`src/rtl/inst_fetch_pkg.sv`:
```
// Shared types, reset default and FSM encoding for the instruction fetch stage.
package inst_fetch_pkg;

    typedef logic [31:0] inst_bus_t;
    typedef logic [31:0] inst_addr_bus_t;

    localparam inst_addr_bus_t RESET_PC_DEFAULT = 32'h0000_0000;

    // DROP: a request is still in flight to memory but its data is stale.
    typedef enum logic {
        FETCH = 1'b0,
        DROP  = 1'b1
    } fetch_state_e;

    function automatic inst_addr_bus_t word_align(input inst_addr_bus_t a);
        return {a[31:2], 2'b00};
    endfunction

endpackage

```
`src/rtl/pc_reg.sv`:
```
// Fetch PC register: redirect mux has priority over sequential +4 advance.
module pc_reg
    import inst_fetch_pkg::*;
#(
    parameter inst_addr_bus_t RESET_PC = RESET_PC_DEFAULT
) (
    input  logic           clk,
    input  logic           rst,
    input  logic           adv_i,
    input  logic           redir_i,
    input  inst_addr_bus_t redir_pc_i,
    output inst_addr_bus_t pc_q_o,
    output inst_addr_bus_t pc_d_o
);

    inst_addr_bus_t pc_q, pc_d;

    always_comb begin
        pc_d = pc_q;
        if (redir_i)
            pc_d = word_align(redir_pc_i);
        else if (adv_i)
            pc_d = pc_q + 32'd4;
    end

    always_ff @(posedge clk or negedge rst) begin
        if (!rst)
            pc_q <= word_align(RESET_PC);
        else
            pc_q <= pc_d;
    end

    assign pc_q_o = pc_q;
    assign pc_d_o = pc_d;

endmodule

```
`src/rtl/inst_fetch.sv`:
```
// Instruction fetch: issues word reads, drops stale responses after a redirect,
// and holds one registered instruction for decode.
module inst_fetch
    import inst_fetch_pkg::*;
#(
    parameter inst_addr_bus_t RESET_PC = RESET_PC_DEFAULT
) (
    input  logic        clk,
    input  logic        rst,
    input  logic        stall,
    input  logic        redirect_valid,
    input  logic [31:0] redirect_pc,
    output logic        imem_req,
    output logic [31:0] imem_addr,
    input  logic        imem_ack,
    input  logic [31:0] imem_rdata,
    output logic [31:0] inst_o,
    output logic [31:0] pc_o,
    output logic [31:0] pc_plus4_o,
    output logic        inst_valid_o
);

    fetch_state_e   state_q, state_d;
    logic           run_q;
    inst_addr_bus_t req_addr_q, req_addr_d;
    inst_addr_bus_t fetch_pc_q, fetch_pc_d;
    inst_bus_t      inst_q, inst_d;
    inst_addr_bus_t pc_q, pc_d;
    logic           valid_q, valid_d;
    logic           ack, accept;

    // run_q keeps the request low until the first edge after reset release.
    assign imem_req = run_q && ((state_q == DROP) || !valid_q || !stall);
    assign ack      = imem_req && imem_ack;
    assign accept   = (state_q == FETCH) && ack && !redirect_valid;

    pc_reg #(.RESET_PC(RESET_PC)) u_pc_reg (
        .clk        (clk),
        .rst        (rst),
        .adv_i      (accept),
        .redir_i    (redirect_valid),
        .redir_pc_i (redirect_pc),
        .pc_q_o     (fetch_pc_q),
        .pc_d_o     (fetch_pc_d)
    );

    always_comb begin
        state_d = state_q;
        case (state_q)
            FETCH: if (redirect_valid && imem_req && !imem_ack) state_d = DROP;
            DROP:  if (ack) state_d = FETCH;
            default: state_d = FETCH;
        endcase

        // While a stale request is in flight its address must stay on the bus.
        req_addr_d = (state_d == FETCH) ? fetch_pc_d : req_addr_q;

        inst_d  = inst_q;
        pc_d    = pc_q;
        valid_d = valid_q && stall && !redirect_valid;
        if (accept) begin
            inst_d  = imem_rdata;
            pc_d    = fetch_pc_q;
            valid_d = 1'b1;
        end
    end

    always_ff @(posedge clk or negedge rst) begin
        if (!rst) begin
            state_q    <= FETCH;
            run_q      <= 1'b0;
            req_addr_q <= word_align(RESET_PC);
            inst_q     <= '0;
            pc_q       <= '0;
            valid_q    <= 1'b0;
        end else begin
            state_q    <= state_d;
            run_q      <= 1'b1;
            req_addr_q <= req_addr_d;
            inst_q     <= inst_d;
            pc_q       <= pc_d;
            valid_q    <= valid_d;
        end
    end

    assign imem_addr    = req_addr_q;
    assign inst_o       = inst_q;
    assign pc_o         = pc_q;
    assign pc_plus4_o   = pc_q + 32'd4;
    assign inst_valid_o = valid_q;

endmodule

```
`config.mk`:
```
export PLATFORM = sky130hd
export DESIGN_NAME = inst_fetch
export DESIGN_NICKNAME = d
export VERILOG_FILES = /design/src/rtl/inst_fetch_pkg.sv /design/src/rtl/pc_reg.sv /design/src/rtl/inst_fetch.sv
export SDC_FILE = /design/constraint.sdc
export NUM_CORES = 1
export LEC_CHECK = 0
export BUFFER_PORTS_ARGS = -buffer_cell sky130_fd_sc_hd__buf_4
export CAP_MARGIN = 20
export CORE_MARGIN = 5
export CORE_UTILIZATION = 47
export CTS_CLUSTER_SIZE = 40
export DETAILED_ROUTE_END_ITERATION = 10
export PLACE_DENSITY = 0.84
export SYNTH_ARGS = -nofsm -noshare
export SYNTH_HDL_FRONTEND = slang
export SYNTH_HIERARCHICAL = 1
export SYNTH_SLANG_ARGS = --single-unit
```
`constraint.sdc`:
```
create_clock -name clk -period 8.5 [get_ports clk]
set_input_delay 0.85 -clock clk [delete_from_list [all_inputs] [get_ports clk]]
set_output_delay 0.85 -clock clk [all_outputs]
set_load 0.02 [all_outputs]
```
==> qor.json <==
{
  "source_of_the_worst_register_to_register_timing_path": {"value": "inst_valid_o$_DFF_PN0_"},
  "num-nets-final": {"value": 773},
  "count_of_final_hold_check_violations": {"value": 0},
  "report.final.slew_viol_count": {"value": 0},
  "worst_setup_path_start_kind": {"value": "flip-flop"},
  "mostFrequentLayoutCell": {"value": "buf_4"},
  "gpl.final_weighted_congestion": {"value": 0.804},
  "critPathMaxFanout": {"value": 7},
  "crit_path_end_kind": {"value": "primary output"},
  "clock-skew-final": {"value": 0.00909, "unit": "ns"},
  "cts-root-buf": {"value": "clkbuf_16"},
  "die_height": {"value": 124, "unit": "um"},
  "buffer_ports.inserted": {"value": 196},
  "max-cap-violations": {"value": 0},
  "floorplan.initialDensity": {"value": 0.481},
  "core.rowCount": {"value": 41},
  "post_layout_minimum_cycle_time": {"value": 3.46, "unit": "ns"},
  "detailedPlacementHpwl": {"value": 11800, "unit": "um"},
  "routed_wirelength": {"value": 16100, "unit": "um"},
  "nets_in_the_synthesized_netlist": {"value": 578},
  "powerDensity": {"value": 272, "unit": "mW/mm2"},
  "via_count": {"value": 4798},
  "worstSkewPairLatency": {"value": 0.41, "unit": "ns"},
  "worst_ir_drop_vdd": {"value": 0.000166, "unit": "V"},
  "status": {"value": "finished clean"},
  "critical_path.reg2reg.endpoint": {"value": "imem_addr[22]$_DFFE_PN0N_"},
  "min_path_type": {"value": "primary input to async pin"},
  "detail-route-antenna-nets": {"value": 0},
  "setup.reg_to_reg.worst_slack": {"value": 5.41, "unit": "ns"},
  "syn-mean-instance-area": {"value": 12.0, "unit": "um2"},
  "slew_of_the_pin_with_the_lowest_slew_margin": {"value": 0.867, "unit": "ns"},
  "vias_in_the_first_global_route": {"value": 4982},
  "area_growth": {"value": 36.4, "unit": "%"},
  "globalRouteOverflowTotal": {"value": 0},
  "worst_slew_margin_rel": {"value": 0.421},
  "tritoncts.num_buffers": {"value": 17},
  "largest_net_degree_at_the_start_of_global_routing": {"value": 83},
  "antenna_found_initial": {"value": 0},
  "clock_tree_from_tritoncts": {"value": "built"},
  "final.setup.tns": {"value": 0, "unit": "ns"},
  "p_leak": {"value": 3.74, "unit": "nW"},
  "synth_enable_flop_cells": {"value": 0},
  "synth-seq-area-share": {"value": 0.540},
  "first_pass_iters": {"value": 4},
  "insertedDiodeCount": {"value": 0},
  "die_area": {"value": 0.0153, "unit": "mm2"},
  "std_cell_core_area": {"value": 0.0126, "unit": "mm2"},
  "fmax": {"value": 0.289, "unit": "GHz"},
  "dr.first_iter.drc_count": {"value": 232},
  "timing.critical_path.required": {"value": 7.65, "unit": "ns"},
  "ys_types": {"value": 42},
  "avgRoutedWirePerCell": {"value": 18.1, "unit": "um"},
  "crit_type": {"value": "flip-flop to primary output"},
  "timing.hold.ws": {"value": 0.373, "unit": "ns"},
  "cts.htree.levels": {"value": 4},
  "finalCritPeriodShare": {"value": 0.407},
  "drc": {"value": 0},
  "die-width": {"value": 124, "unit": "um"},
  "path_clk_slew": {"value": 0.05, "unit": "ns"},
  "clock_sink_count": {"value": 131},
  "dominant_synthesized_flop_cell": {"value": "dfrtp_1"},
  "grt.total_usage": {"value": 0.215},
  "cp.arrival": {"value": 2.61, "unit": "ns"},
  "global_route_wire_length_before_repair": {"value": 25300, "unit": "um"},
  "yosys_warnings": {"value": 6},
  "grt_setup_unrepaired": {"value": "false"},
  "netlist_area_before_placement": {"value": 0.00607, "unit": "mm2"},
  "dp_worst_setup_slack": {"value": 4.76, "unit": "ns"},
  "detail_route.vias_per_cell": {"value": 5.42},
  "cts_resized": {"value": 0},
  "layout-drive-gt1-share": {"value": 0.471},
  "finalWorstSetupSlack": {"value": 5.04, "unit": "ns"},
  "hold_buffer_count_at_cts": {"value": 0},
  "fillCellCount": {"value": 984},
  "async_flop_share": {"value": 1.00},
  "cts.path.max_buffers": {"value": 2},
  "synth_seq_cells": {"value": 131},
  "number_of_endpoints_failing_setup_at_the_final_stage": {"value": 0},
  "cts_setup_buffers": {"value": 0},
  "reg2regPathDepth": {"value": 8},
  "io-pin-count": {"value": 199},
  "layout.cells.most_common_list": {"value": "197 x buf_4, 131 x dfrtp_1, 96 x mux2_2"},
  "syn_inst": {"value": 507}
}
[through the flow]
| stage | power (mW) | utilization | cells | instance area, um2 |
|---|---|---|---|---|
| 6_report | 2.25 | 0.656 | 885 | 8280 |
| 5_1_grt | 2.36 | 0.656 | 885 | 8280 |
| 4_1_cts | 2.26 | 0.652 | 883 | 8230 |
| 3_5_place_dp | 1.58 | 0.608 | 853 | 7670 |
| 3_3_place_gp | 1.55 | 0.608 | 853 | 7670 |
| 2_1_floorplan | 1.23 | - | 507 | 6070 |
[worst max-delay path: stages, from the launching register on]
cell	delay [ns]
dfrtp_1	0.47
ha_1	0.28
nand4_1	0.28
nor4_1	0.65
nand3_1	0.19
xnor2_1	0.18
buf_4	0.16
[how the worst max path moves through the flow]
stage,startpoint,end,slack (ns),cells after the start
floorplan,stall,imem_addr[22]$_DFFE_PN0N_,5.31,11
global placement,redirect_valid,imem_addr[22]$_DFFE_PN0N_,4.84,9
detailed placement,redirect_valid,imem_addr[22]$_DFFE_PN0N_,4.76,9
CTS,pc_o[2]$_DFFE_PN0P_,pc_plus4_o[20],5.03,6
global route,pc_o[2]$_DFFE_PN0P_,pc_plus4_o[24],4.89,6
finish,pc_o[2]$_DFFE_PN0P_,pc_plus4_o[20],5.04,6
[final cells by class]
type                       count  area (um2)  area share
timing repair buffer         200        1550       0.187
tap                          172         215      0.0260
multi-input combinational    344        2660       0.321
clock buffer                  25         505      0.0610
clock inverter                 5        50.0     0.00604
sequential                   131        3280       0.396
inverter                       8        30.0     0.00363
[cells in the mapped netlist, drive strengths merged (12+ instances only)]
cell type	n	share of area
a31oi	13	0.013
buf	12	0.012
clkbuf	12	0.0074
dfrtp	131	0.54
mux2	96	0.18
nand2	40	0.025
nand3	31	0.027
nand4	14	0.017
nor2	20	0.012
o21ai	14	0.012
or4	20	0.027
xnor2	27	0.039
xor2	13	0.019
[power by group]
part	switching (mW)	internal, mW	leakage [nW]
sequential	0.129	0.743	1.57
combinational	0.364	0.334	1.90
clock	0.246	0.436	0.279
total	0.739	1.51	3.74
[flip-flops by register name, summed over array words and instances, names as in the netlist]
register         cells
run_q                1
imem_addr           32
pc_o                32
inst_valid_o         1
state_q              1
inst_o              32
u_pc_reg/pc_q_o     32
[kinds of logic after synthesis]
kind of cell,after synthesis,synth area share
AND/OR/NAND/NOR,158,0.146
flip-flops,131,0.540
multiplexers,97,0.180
AO/OA/AOI/OAI,46,0.0484
XOR/XNOR,40,0.0577
buffers and inverters,32,0.0239
adder cells (fa/ha/maj),2,0.00412
other,1,0.000618
[layer usage]
metal | GRT usage | part of all wire | vias up
li1 | - | - | 2227
met3 | 0.0845 | 0.10 | 16
met5 | 0 | 0 | -
met1 | 0.261 | 0.39 | 2352
met4 | 0.0685 | 0.012 | 0
met2 | 0.354 | 0.50 | 203
Power figures use the tool's default switching activity.
